File: src/rtl/mcpu_program_loader_if.sv
// Byte-stream input and RAM write bus between the program loader and its neighbours.
// The slave side is the loader; the master side feeds bytes and observes RAM writes.
interface mcpu_program_loader_if #(
  parameter int WORD_SIZE = 16,
  parameter int ADDR_SIZE = 8
);
  logic [7:0]           in_data;
  logic                 in_valid;
  logic                 in_ready;
  logic                 mem_we;
  logic [ADDR_SIZE-1:0] mem_addr;
  logic [WORD_SIZE-1:0] mem_wdata;

  modport master (
    output in_data, in_valid,
    input  in_ready, mem_we, mem_addr, mem_wdata
  );

  modport slave (
    input  in_data, in_valid,
    output in_ready, mem_we, mem_addr, mem_wdata
  );
endinterface

File: src/rtl/mcpu_program_loader.sv
// Boot loader: assembles a byte stream into 16-bit words and writes them to MCPU RAM
// from address 0, holding the CPU in reset until the final word is written.
//
// state   | meaning
// --------+-----------------------------------------------------------
// S_COUNT | waiting for the word-count byte (0 means a full RAM)
// S_HI    | waiting for the high byte of the next word
// S_LO    | waiting for the low byte of the next word
// S_WRITE | single-cycle RAM write, then advance address / count
// S_DONE  | program running, CPU out of reset; start re-arms
module mcpu_program_loader #(
  parameter int WORD_SIZE = 16,
  parameter int ADDR_SIZE = 8,
  parameter int RAM_SIZE  = 256
) (
  input  logic                  clk,
  input  logic                  reset,
  input  logic                  start,
  mcpu_program_loader_if.slave  bus,
  output logic                  cpu_reset,
  output logic                  done
);

  localparam int CNT_W = ADDR_SIZE + 1;

  typedef enum logic [2:0] {
    S_COUNT,
    S_HI,
    S_LO,
    S_WRITE,
    S_DONE
  } state_t;

  state_t               state, state_nxt;
  logic [CNT_W-1:0]     remaining, remaining_nxt;
  logic [ADDR_SIZE-1:0] addr_q, addr_nxt;
  logic [WORD_SIZE-1:0] wdata_q, wdata_nxt;
  logic                 ready_q, ready_nxt;
  logic                 we_q, we_nxt;
  logic                 cpu_reset_q, cpu_reset_nxt;
  logic                 done_q, done_nxt;
  logic                 accept;

  assign accept        = bus.in_valid & ready_q;
  assign bus.in_ready  = ready_q;
  assign bus.mem_we    = we_q;
  assign bus.mem_addr  = addr_q;
  assign bus.mem_wdata = wdata_q;
  assign cpu_reset     = cpu_reset_q;
  assign done          = done_q;

  always_ff @(posedge clk) begin
    if (reset) begin
      state       <= S_COUNT;
      remaining   <= '0;
      addr_q      <= '0;
      wdata_q     <= '0;
      ready_q     <= 1'b0;
      we_q        <= 1'b0;
      cpu_reset_q <= 1'b1;
      done_q      <= 1'b0;
    end else begin
      state       <= state_nxt;
      remaining   <= remaining_nxt;
      addr_q      <= addr_nxt;
      wdata_q     <= wdata_nxt;
      ready_q     <= ready_nxt;
      we_q        <= we_nxt;
      cpu_reset_q <= cpu_reset_nxt;
      done_q      <= done_nxt;
    end
  end

  always_comb begin
    state_nxt     = state;
    remaining_nxt = remaining;
    addr_nxt      = addr_q;
    wdata_nxt     = wdata_q;
    we_nxt        = 1'b0;
    case (state)
      S_COUNT: begin
        if (accept) begin
          remaining_nxt = (bus.in_data == 8'd0) ? CNT_W'(RAM_SIZE) : CNT_W'(bus.in_data);
          addr_nxt      = '0;
          state_nxt     = S_HI;
        end
      end
      S_HI: begin
        if (accept) begin
          wdata_nxt[WORD_SIZE-1 -: 8] = bus.in_data;
          state_nxt                   = S_LO;
        end
      end
      S_LO: begin
        if (accept) begin
          wdata_nxt[7:0] = bus.in_data;
          we_nxt         = 1'b1;
          state_nxt      = S_WRITE;
        end
      end
      S_WRITE: begin
        remaining_nxt = remaining - 1'b1;
        addr_nxt      = addr_q + 1'b1;
        state_nxt     = (remaining == CNT_W'(1)) ? S_DONE : S_HI;
      end
      S_DONE: begin
        if (start) begin
          addr_nxt  = '0;
          state_nxt = S_COUNT;
        end
      end
      default: state_nxt = S_COUNT;
    endcase
    // Outputs are registered, so they follow the state being entered.
    ready_nxt     = (state_nxt == S_COUNT) || (state_nxt == S_HI) || (state_nxt == S_LO);
    cpu_reset_nxt = (state_nxt != S_DONE);
    done_nxt      = (state_nxt == S_DONE);
  end

endmodule

File: src/flat_wrapper.sv
// flat-port wrapper written by rule: the top's interface ports become plain ports
module mcpu_program_loader_flat 
#(
  parameter int WORD_SIZE = 16,
  parameter int ADDR_SIZE = 8,
  parameter int RAM_SIZE  = 256
)
  (clk, reset, start, cpu_reset, done, bus_in_data, bus_in_valid, bus_in_ready, bus_mem_we, bus_mem_addr, bus_mem_wdata);
  mcpu_program_loader_if #(.WORD_SIZE(WORD_SIZE), .ADDR_SIZE(ADDR_SIZE)) bus_i ();
  input  logic clk;
  input  logic reset;
  input  logic start;
  output logic cpu_reset;
  output logic done;
  input wire logic [$bits(bus_i.in_data)-1:0] bus_in_data;
  input wire logic [$bits(bus_i.in_valid)-1:0] bus_in_valid;
  output wire logic [$bits(bus_i.in_ready)-1:0] bus_in_ready;
  output wire logic [$bits(bus_i.mem_we)-1:0] bus_mem_we;
  output wire logic [$bits(bus_i.mem_addr)-1:0] bus_mem_addr;
  output wire logic [$bits(bus_i.mem_wdata)-1:0] bus_mem_wdata;
  assign bus_i.in_data = bus_in_data;
  assign bus_i.in_valid = bus_in_valid;
  assign bus_in_ready = bus_i.in_ready;
  assign bus_mem_we = bus_i.mem_we;
  assign bus_mem_addr = bus_i.mem_addr;
  assign bus_mem_wdata = bus_i.mem_wdata;
  mcpu_program_loader #(.WORD_SIZE(WORD_SIZE), .ADDR_SIZE(ADDR_SIZE), .RAM_SIZE(RAM_SIZE)) u_core (.clk(clk), .reset(reset), .start(start), .bus(bus_i), .cpu_reset(cpu_reset), .done(done));
endmodule
File: config.mk
export PLATFORM = sky130hd
export DESIGN_NAME = mcpu_program_loader_flat
export DESIGN_NICKNAME = d
export VERILOG_FILES = /design/src/rtl/mcpu_program_loader_if.sv /design/src/rtl/mcpu_program_loader.sv /design/src/flat_wrapper.sv
export SDC_FILE = /design/constraint.sdc
export NUM_CORES = 1
export LEC_CHECK = 0
export ABC_AREA = 1
export CORE_AREA = 2 2 64 66
export CTS_BUF_LIST = sky130_fd_sc_hd__clkbuf_4
export DETAILED_ROUTE_END_ITERATION = 8
export DIE_AREA = 0 0 66 68
export PLACE_DENSITY_LB_ADDON = 0.08
export SYNTH_ARGS = -nofsm -noshare
export SYNTH_HDL_FRONTEND = slang
export SYNTH_SLANG_ARGS = --single-unit
File: constraint.sdc
create_clock -name clk -period 3.1 [get_ports clk]
set_input_delay 0.62 -clock clk [delete_from_list [all_inputs] [get_ports clk]]
set_output_delay 0.62 -clock clk [all_outputs]
set_load 0.01 [all_outputs]
Word level (Yosys, flattened, before mapping). Cells that the tools add are included. W data, S select, Z words.

Register bits after elaboration: 40. Input bits: 12. Logic and storage cells: 49.

Add/subtract/negate cells: 2. Equality and inequality tests: 11. Multiplexer cells: 13. Bitwise operators: 2. Reductions and logical operators: 12.

Operators by type and width (count): $pmux W8 S3 (1); $mux W9 (2); $pmux W9 S2 (1); $mux W8 (2); $mux W3 (5); $pmux W3 S5 (1); $eq A3 B2 Y1 const B (3); $eq A9 B1 Y1 const B (1); $sub A9 B1 Y9 const B (1); $add A8 B1 Y8 const B (1); $logic_not A8 Y1 (1); $eq A3 B1 Y1 const B (2); $eq A3 B3 Y1 const B (2); $logic_not A3 Y1 (2); $reduce_and A2 Y1 (3); $ne A3 B3 Y1 const B (1); $reduce_and A3 Y1 (1); $reduce_bool A3 Y1 (1); $logic_or A1 B1 Y1 (2); $ne A2 B1 Y1 const B (1); $ne A2 B2 Y1 const B (1); $reduce_bool A2 Y1 (1); $reduce_or A2 Y1 (1); $and A1 B1 Y1 (1); other kinds (2) (2).

Logic depth before layout (Yosys ltp).
Depth after elaboration: 6. Mapped depth: 9.

Worst setup path before layout. OpenSTA, ideal clock, no wires.

Path type: input-to-reg. Start point: input port bus_in_valid. End point: register u_core.remaining[8]. Library setup time: 0.119 ns. Data arrival time: 1.391 ns. Data required time: 2.981 ns. Setup slack: 1.589 ns. Stages: 8. Path buffers: 1. Cell sequence: nand2_1 > inv_1 > buf_4 > nand3_2 > nand2_2 > inv_1 > nor2_1 > a21oi_1.

Word-level cells in the longest chain between the ends: 3.

Ends and longest elaborated chain: start: declaration (line flat_wrapper.sv:16) `input wire logic [$bits(bus_i.in_valid)-1:0] bus_in_valid;`; $and A1 B1 Y1 (line mcpu_program_loader.sv:44) `assign accept = bus.in_valid & ready_q;`; $ne A2 B1 Y1 (no line); $reduce_and A2 Y1 (no line); end signal: assignment (line mcpu_program_loader.sv:64) `remaining <= remaining_nxt;`; end: declaration (line mcpu_program_loader.sv:35) `logic [CNT_W-1:0] remaining, remaining_nxt;`.

No other way between the ends. A chain may end at the register's enable or synchronous reset.

Worst setup path in the final report.
Start point: register u_core.addr_q[0], in the netlist u_core.bus.mem_addr[0]. End point: output port bus_mem_addr[0].

RTL lines: start: declaration (line mcpu_program_loader.sv:36) `logic [ADDR_SIZE-1:0] addr_q, addr_nxt;`; start signal: assignment (line mcpu_program_loader.sv:65) `addr_q <= addr_nxt;`; end: declaration (line flat_wrapper.sv:19) `output wire logic [$bits(bus_i.mem_addr)-1:0] bus_mem_addr;`.

No word-level cell between the ends.

==> qor.txt <==
status -> finished clean
Synth Area in Compound Gates -> 0.145
CP max-delay cell -> clkdlybuf4s50_1
cell family with most CP delay -> buffers and inverters
Synth Register Bits -> 40
Area Growth Syn to Fin -> 25.4%
kind of critical path -> reg -> out
crit path time final -> 2000 ps
most numerous cell in the Yosys netlist -> nand2_1
worst path cell trace -> clkdlybuf4s50_1
Syn Nets -> 282
worst slew pin tran -> 373 ps
CTS buffer count -> 5
clk_skew -> 11.9 ps
Pre-Repair DR Iteration Count -> 4
CTS tree -> built
Post-Synth XOR/XNOR Area -> 0.00462
Rel. slew slack -> 0.751
clock transition at the registers of the reported paths -> 120 ps
post-synth top area share -> 0.423
hold_buf cts -> 0
yosys warns -> 0
vias in the first global route -> 1491
Worst Path Max Fanout -> 6
CP Data Required Time -> 2480 ps
Die X -> 66 µm
number of routed nets with antenna violations -> 0
Die Ht -> 68 µm
endpoints failing setup -> 0
GP Congestion -> 0.906
# IOs -> 40
largest net degree at the start of global routing -> 28
Fmax -> 0.500 GHz
Static Leakage -> 0.940 nW
VDD IR max -> 314 µV
Synth Area in Adders -> 0.0198
share of layout cells above drive strength 1 -> 0.0717
largest cells by area after synthesis -> dfxtp_1 (42%), nand2_1 (11%), nand3_1 (6.9%)
clk sinks -> 40
Unique masters post-synth -> 29
# resized after CTS -> 0
synthesized instance count -> 267
Rows -> 23
ys flop type -> dfxtp_1
Crit path arrival time -> 1380 ps
startpoint types -> register
syn_area_per_cell -> 7.09 µm²
drc violations -> 0
clk_lat worst skew -> 350 ps
Net count, final -> 321
Hold WC Path Type -> reg -> reg
WL final -> 4490 µm
n_diodes -> 0
Yosys top cell by area -> dfxtp_1
Post-synth EDFFs -> 0
total gr overflow -> 0
Detailed Place HPWL -> 3170 µm
Fill cells -> 377
first-pass GRT wire length -> 7280 µm
CP Buf/Inv Count -> 1
buffer type at the clock tree root -> clkbuf_4
max cap viols -> 0
core area -> 0.00386 mm²
routed length per placed instance -> 12.6 µm
mux contribution to synthesized area -> 0
Hold Vio Cnt, Final -> 0
full die area -> 0.00449 mm²
Fin Hold WS -> 476 ps
slack of the critical path -> 1100 ps
Via Count -> 1819
Mapped Area -> 0.00189 mm²
async set-or-reset flop fraction in the synthesized netlist -> 0
initial antenna violation count -> 0
Post CTS Setup Buffer Count -> 0
Worst setup EP type -> output pin
IO buf count -> 39
setup tns final -> 0 ps
Total Routing Usage GR -> 0.217
H-tree lvl count -> 2
dpl ws -> 891 ps
Multi-input gate area -> 927 µm²
vias per inst -> 5.10
FF+latch area -> 801 µm²
number of DRC markers in iteration 0 -> 107
largest stage delay on the critical path -> 580 ps
max-slew violations -> 0
largest family of logic cells by synthesized area -> simple AND/OR/NAND/NOR gates
pwr dens -> 424 mW/mm²
Starting Density -> 0.491
Commonest cells post-synth -> nand2_1 (57), dfxtp_1 (40), nor2_1 (33)
Simple-Gate Fraction of Synth Area -> 0.320
sequential element share of the synthesized area -> 0.423
buffer depth of the longest clock path -> 2
RSZ-0062 raised after global routing -> no
crit share post-route -> 0.646
area by class of cell:
class	count	share of cell area
multi-input combinational	189	0.390
clock inverter	3	0.0158
clock buffer	5	0.0158
sequential	40	0.337
timing repair buffer	40	0.167
tap	50	0.0263
inverter	30	0.0474
per-layer routing:
layer  global-route usage  part of all wire
met1                0.305              0.49
met2                0.323              0.44
met3               0.0576             0.051
met4               0.0765             0.014
met5                    0                 0
placed cells by master, fill, tap and decap left out, types with 5 or more instances in the layout:
cell type and instances:
nand3_1 26, nand2_1 57, nor2_1 33, inv_1 27
dfxtp_1 40, nor3_1 5, clkdlybuf4s50_1 39, clkbuf_4 5
a21oi_1 24, o21ai_0 19
power breakdown:
group	leakage (nW)	total [mW]	internal [mW]	switching [mW]
clock network	0.0403	0.340	0.165	0.175
logic	0.576	0.128	0.0489	0.0793
registers	0.324	0.538	0.527	0.0115
flip-flops by register name (all words and copies together) (netlist names):
signal,cells
u_core.cpu_reset,1
u_core.bus.mem_we,1
u_core.bus.in_ready,1
u_core.state,3
u_core.bus.mem_addr,8
u_core.done,1
u_core.bus.mem_wdata,16
u_core.remaining,9
metrics by stage:
step | cell area (µm²) | total power [mW] | utilization | instances
finish | 2380 | 1.01 | 0.616 | 357
global route | 2380 | 1.05 | 0.616 | 357
CTS | 2380 | 1.01 | 0.616 | 357
floorplan | 1890 | 0.630 | - | 267
detailed placement | 2300 | 0.676 | 0.597 | 349
global placement | 2300 | 0.676 | 0.597 | 349
final timing paths:
check,start,to,slack [ps],depth (start not counted)
min,u_core.bus.mem_wdata[11],u_core.bus.mem_wdata[11],480,2
max reg2reg,u_core.bus.in_ready,u_core.bus.mem_wdata[3],1590,6
min reg2reg,u_core.bus.mem_wdata[11],u_core.bus.mem_wdata[11],480,2
max,u_core.bus.mem_addr[0],bus_mem_addr[0],1100,1
cell families (layout without fill, tap and decap cells):
group | count (synthesis) | in the layout
xor+xnor | 1 | 1
fa+ha+maj | 3 | 3
flops | 40 | 40
buf+inv | 38 | 78
compound gates | 51 | 51
simple gates | 134 | 134
Power figures use the tool's default switching activity.
==> RTL change 1: new RTL, same flow settings <==
`ADDR_SIZE` is set to 8 in 3 places; all go to 4.
--- a/src/rtl/mcpu_program_loader_if.sv
+++ b/src/rtl/mcpu_program_loader_if.sv
@@ -2,7 +2,7 @@
 // The slave side is the loader; the master side feeds bytes and observes RAM writes.
 interface mcpu_program_loader_if #(
   parameter int WORD_SIZE = 16,
-  parameter int ADDR_SIZE = 8
+  parameter int ADDR_SIZE = 4
 );
   logic [7:0]           in_data;
   logic                 in_valid;
--- a/src/rtl/mcpu_program_loader.sv
+++ b/src/rtl/mcpu_program_loader.sv
@@ -10,7 +10,7 @@
 // S_DONE  | program running, CPU out of reset; start re-arms
 module mcpu_program_loader #(
   parameter int WORD_SIZE = 16,
-  parameter int ADDR_SIZE = 8,
+  parameter int ADDR_SIZE = 4,
   parameter int RAM_SIZE  = 256
 ) (
   input  logic                  clk,
--- a/src/flat_wrapper.sv
+++ b/src/flat_wrapper.sv
@@ -2,7 +2,7 @@
 module mcpu_program_loader_flat 
 #(
   parameter int WORD_SIZE = 16,
-  parameter int ADDR_SIZE = 8,
+  parameter int ADDR_SIZE = 4,
   parameter int RAM_SIZE  = 256
 )
   (clk, reset, start, cpu_reset, done, bus_in_data, bus_in_valid, bus_in_ready, bus_mem_we, bus_mem_addr, bus_mem_wdata);
Interface: changed (resized bus_mem_addr); port bits go from 40 to 36. The function was not compared with the original's and may differ.
==> RTL change 1 against the unedited design <==
Design area shrank 24%. Sequential share of layout area rose by 1.6 points. Sequential cell count decreased by 8. Setup slack better by 51 ps. Total power fell by 27%. Critical endpoint unchanged. Wire length decreased by 32%. Final cell count is 23% lower. Area after synthesis is 27% lower. Critical path depth is the same.
==> RTL change 1: results (changes against the unedited design) <==
.. list-table::
   :header-rows: 1

   * - Metric
     - Value
   * - Worst R2R Setup Slack
     - 1730 ps (+140 ps)
   * - Aggregate global-route resource usage
     - 15.2% (-6.5 points)
   * - Area of the multi-input gates
     - 614 µm² (-34%)
   * - Clock tree skew after final layout
     - 3.46 ps (-8.41 ps)
   * - Number of I/O port buffers
     - 35 (-10%)
   * - Data arrival time of the critical path
     - 1330 ps (-50 ps)
   * - Wire length of the first global-routing pass
     - 5130 µm (-29%)
   * - Total length of routed met2 wires
     - 1410 µm (-29%)
   * - Register share of the cell area
     - 35.3% (+1.6 points)
   * - Wire length on met1
     - 1430 µm (-35%)
   * - Vias in the first global route
     - 1,158 (-22%)
   * - Outcome
     - finished clean
   * - Reg2Reg Depth
     - 5 (-1)
   * - Areal power density over the cells
     - 404 nW/µm² (-4.5%)
   * - Avg WL per Cell
     - 11.2 µm (-11%)
   * - Detailed placer's ending HPWL
     - 2230 µm (-30%)
   * - Number of vias after detailed routing
     - 1,262 (-31%)
   * - RePlAce Congestion
     - 0.796 (-12%)
   * - Post-layout net count
     - 239 (-26%)
   * - Leak
     - 0.759 nW (-19%)
   * - Filler cell count
     - 410 (+8.8%)
   * - Signal inverters
     - 27 (-10%)
   * - Sequential area share after synthesis
     - 46.2% (+3.9 points)
   * - Maximum ir drop on the vdd rail
     - 219 µV (-30%)
   * - Slew headroom
     - 67.7% (-7.3 points)
   * - Clock transition at path regs
     - 90 ps (-30 ps)
   * - Total length of routed met3 wires
     - 162 µm (-30%)
   * - Share of layout cells above drive strength 1
     - 8.93% (+1.8 points)
[RTL change 1: logic make-up (layout without fill, tap and decap cells)]
| logic type | count (synthesis) | after routing | share of synthesized area, % |
|---|---|---|---|
| buf+inv | 32 | 69 | 9.48 |
| compound gates | 35 | 35 | 13.2 |
| fa+ha+maj | 3 | 3 | 2.71 |
| xor+xnor | 1 | 1 | 0.632 |
| simple gates | 84 | 84 | 27.8 |
| flops | 32 | 32 | 46.2 |
[RTL change 1: routing by layer]
layer / vias up / track usage, %
met1: 559 / 18.5
met3: 7 / 3.62
met2: 27 / 24.6
met4: 0 / 9.18
met5: - / 0
li1: 669 / -
[RTL change 1: stage by stage]
step	std cells	setup WS (ps)
2_1_floorplan	187	1720
3_3_place_gp	267	1000
3_5_place_dp	267	961
4_1_cts	274	1130
5_1_grt	274	1090
6_report	274	1150
[RTL change 1: power breakdown]
group          switching, W  internal (W)  total (W)
sequential       0.00000924      0.000422   0.000431
clock              0.000133     0.0000790   0.000212
combinational     0.0000485     0.0000416  0.0000901
==> RTL change 2: new RTL, config.mk and constraints unchanged <==
Without the edit above. `addr_q` no longer has a reset.
--- a/src/rtl/mcpu_program_loader.sv
+++ b/src/rtl/mcpu_program_loader.sv
@@ -53,7 +53,6 @@
     if (reset) begin
       state       <= S_COUNT;
       remaining   <= '0;
-      addr_q      <= '0;
       wdata_q     <= '0;
       ready_q     <= 1'b0;
       we_q        <= 1'b0;
@@ -62,13 +61,16 @@
     end else begin
       state       <= state_nxt;
       remaining   <= remaining_nxt;
-      addr_q      <= addr_nxt;
       wdata_q     <= wdata_nxt;
       ready_q     <= ready_nxt;
       we_q        <= we_nxt;
       cpu_reset_q <= cpu_reset_nxt;
       done_q      <= done_nxt;
     end
+  end
+
+  always_ff @(posedge clk) begin
+    addr_q <= addr_nxt;
   end
 
   always_comb begin
Check against the original RTL: differs if reset is asserted again (counterexample within 10 cycles, from zero or initial values and one cycle with reset high); with reset held inactive, the same outputs for 10 cycles.
==> RTL change 2 against the unedited design <==
Total power is 3.5% lower. Die area stayed put. Design area is 2.3% lower. Synthesized cell count is 10% lower. Highest routed layer unchanged. Wire length is 6.9% lower. Sequential cell count stayed put. Largest cell class is now registers. Fmax is 3.0% higher. Clock skew is 5.2 ps lower. Via count is 10% lower. Setup slack better by 59 ps. Register-to-register slack worse by 170 ps. Non-clock buffer count stayed put. Area after synthesis is 2.2% lower.
==> RTL change 2: results (changes against the unedited design) <==
.. list-table::
   :header-rows: 1

   * - Metric
     - Value
   * - Arithmetic-cell share of the synthesized area counting full adders, half adders and majority gates
     - 2.03% (+0.046 points)
   * - Post-layout net count
     - 294 (-8.4%)
   * - Leak
     - 0.946 nW (+0.66%)
   * - RePlAce Congestion
     - 0.864 (-4.6%)
   * - Number of vias after detailed routing
     - 1,637 (-10%)
   * - Dominant cell by count in the synthesized netlist
     - nor2_1
   * - Detail Route Antenna Nets
     - 0 (unchanged)
   * - TritonCTS buffer count
     - 5 (unchanged)
   * - Number of antenna violations at the first check in global routing
     - 0 (unchanged)
   * - Maximum ir drop on the vdd rail
     - 292 µV (-6.9%)
   * - Post-synth net total
     - 254 (-9.9%)
   * - Sequential area share after synthesis
     - 47.6% (+5.3 points)
   * - Vias in the first global route
     - 1,441 (-3.4%)
   * - Clock transition at path regs
     - 110 ps
   * - Parity-gate share of the synthesized area counting xor and xnor cells
     - 0.473% (+0.011 points)
   * - Wire length of the first global-routing pass
     - 6680 µm (-8.2%)
   * - Top fanout value on the critical path
     - 4 (-2)
   * - First-pass detailed-route iteration total
     - 4 (unchanged)
   * - Total setup buffers inserted after CTS
     - 0 (unchanged)
   * - PostCTS Resize Cnt
     - 0 (unchanged)
   * - Worst-Skew Late Latency
     - 350 ps (about the same)
   * - Post-synth top cells
     - 40 x nor2_1, 36 x nand2_1, 32 x dfxtp_1
   * - Pin count of the biggest net entering global routing
     - 21 (-25%)
   * - Avg WL per Cell
     - 12.7 µm (+0.74%)
   * - Aggregate global-route resource usage
     - 19.7% (-2.0 points)
   * - Number of DRC markers after the initial detailed-route iteration
     - 85 (-21%)
   * - Compound-gate portion of the synthesized area
     - 16.5% (+2.0 points)
   * - Top area cells in the synthesized netlist
     - dfxtp_1 35%, edfxtp_1 13%, nor2_1 8.1%
   * - Actual slew at the worst max-slew pin
     - 519 ps (+147 ps)
   * - Post-place setup slack
     - 781 ps (-109 ps)
   * - Clock tree skew after final layout
     - 6.65 ps (-5.22 ps)
   * - Buffer depth of the longest clock path
     - 2 (unchanged)
   * - Share of layout cells above drive strength 1
     - 7.86% (+0.69 points)
   * - Filler cell count
     - 370 (-1.9%)
   * - Top FF cell, synth
     - dfxtp_1
   * - Number of synthesized flops with an enable pin
     - 8 (+8)
   * - Detailed placer's ending HPWL
     - 3050 µm (-3.9%)
   * - Peak per-stage delay on the critical path
     - 560 ps (-20 ps)
   * - Outcome
     - finished clean
   * - H-tree lvl count
     - 2 (unchanged)
RTL change 2: cell count changes after synthesis, sizes merged, moves of 8 or more:
cell / unedited run / this run
dfxtp: 40 / 32
edfxtp: 0 / 8
nand2: 60 / 37
nand3: 29 / 14
nor2: 34 / 44
o21ai: 20 / 30
RTL change 2: path summary, 6_finish.rpt:
kind	from	end	slack, ps	depth (start not counted)
setup / recovery	u_core.bus.mem_addr[5]$_SDFFCE_PN0P_	bus_mem_addr[5]	1160	1
hold / removal	u_core.remaining[7]$_SDFFE_PP0P_	u_core.remaining[7]$_SDFFE_PP0P_	490	2
setup reg to reg	u_core.state[2]$_SDFF_PP0_	u_core.bus.mem_addr[2]$_SDFFCE_PN0P_	1420	6
hold reg to reg	u_core.remaining[7]$_SDFFE_PP0P_	u_core.remaining[7]$_SDFFE_PP0P_	490	2
RTL change 2: stage by stage:
stage	area, µm²	power (W)	cells
after global placement	2270	0.000712	322
after global routing	2320	0.00102	330
after floorplan	1850	0.000658	239
final	2320	0.000971	330
after detailed placement	2270	0.000714	322
after CTS	2320	0.000976	330
RTL change 2: power breakdown:
group / internal, W / switching (W) / leakage (nW)
clock: 0.000105 / 0.000165 / 0.0338
combinational: 0.0000602 / 0.0000765 / 0.575
sequential: 0.000549 / 0.0000159 / 0.337
RTL change 2: layer usage:
| metal | wire [µm] | global-route usage [%] | share of wire (%) | up-vias |
|---|---|---|---|---|
| met1 | 2080 | 25.5 | 50 | 728 |
| met4 | 59 | 6.89 | 1.4 | 0 |
| met5 | 0 | 0 | 0 | - |
| met3 | 202 | 5.76 | 4.8 | 7 |
| li1 | - | - | - | 864 |
| met2 | 1840 | 31.7 | 44 | 38 |
RTL change 2: cell families (layout without fill, tap and decap cells):
logic type | after synthesis | in the layout
buffers and inverters | 35 | 76
and+or+nand+nor | 102 | 102
adders and majority gates | 3 | 3
AOI/OAI and AO/OA | 58 | 58
xor gates and xnor gates | 1 | 1
DFF | 40 | 40
RTL change 2: layout make-up:
cell class	instances	share of cell area, %
flip-flops and latches	40	37.9
multi-input cells	164	35.3
repair buffers	40	17.1
inverters	28	4.53
well taps	50	2.69
clock buffers	7	2.26
clock inverters	1	0.162
RTL change 2: worst min-delay path: stages, from the launching register on:
cell and delay (ps):
dfxtp_1 340, nand2_1 60, a21oi_1 50
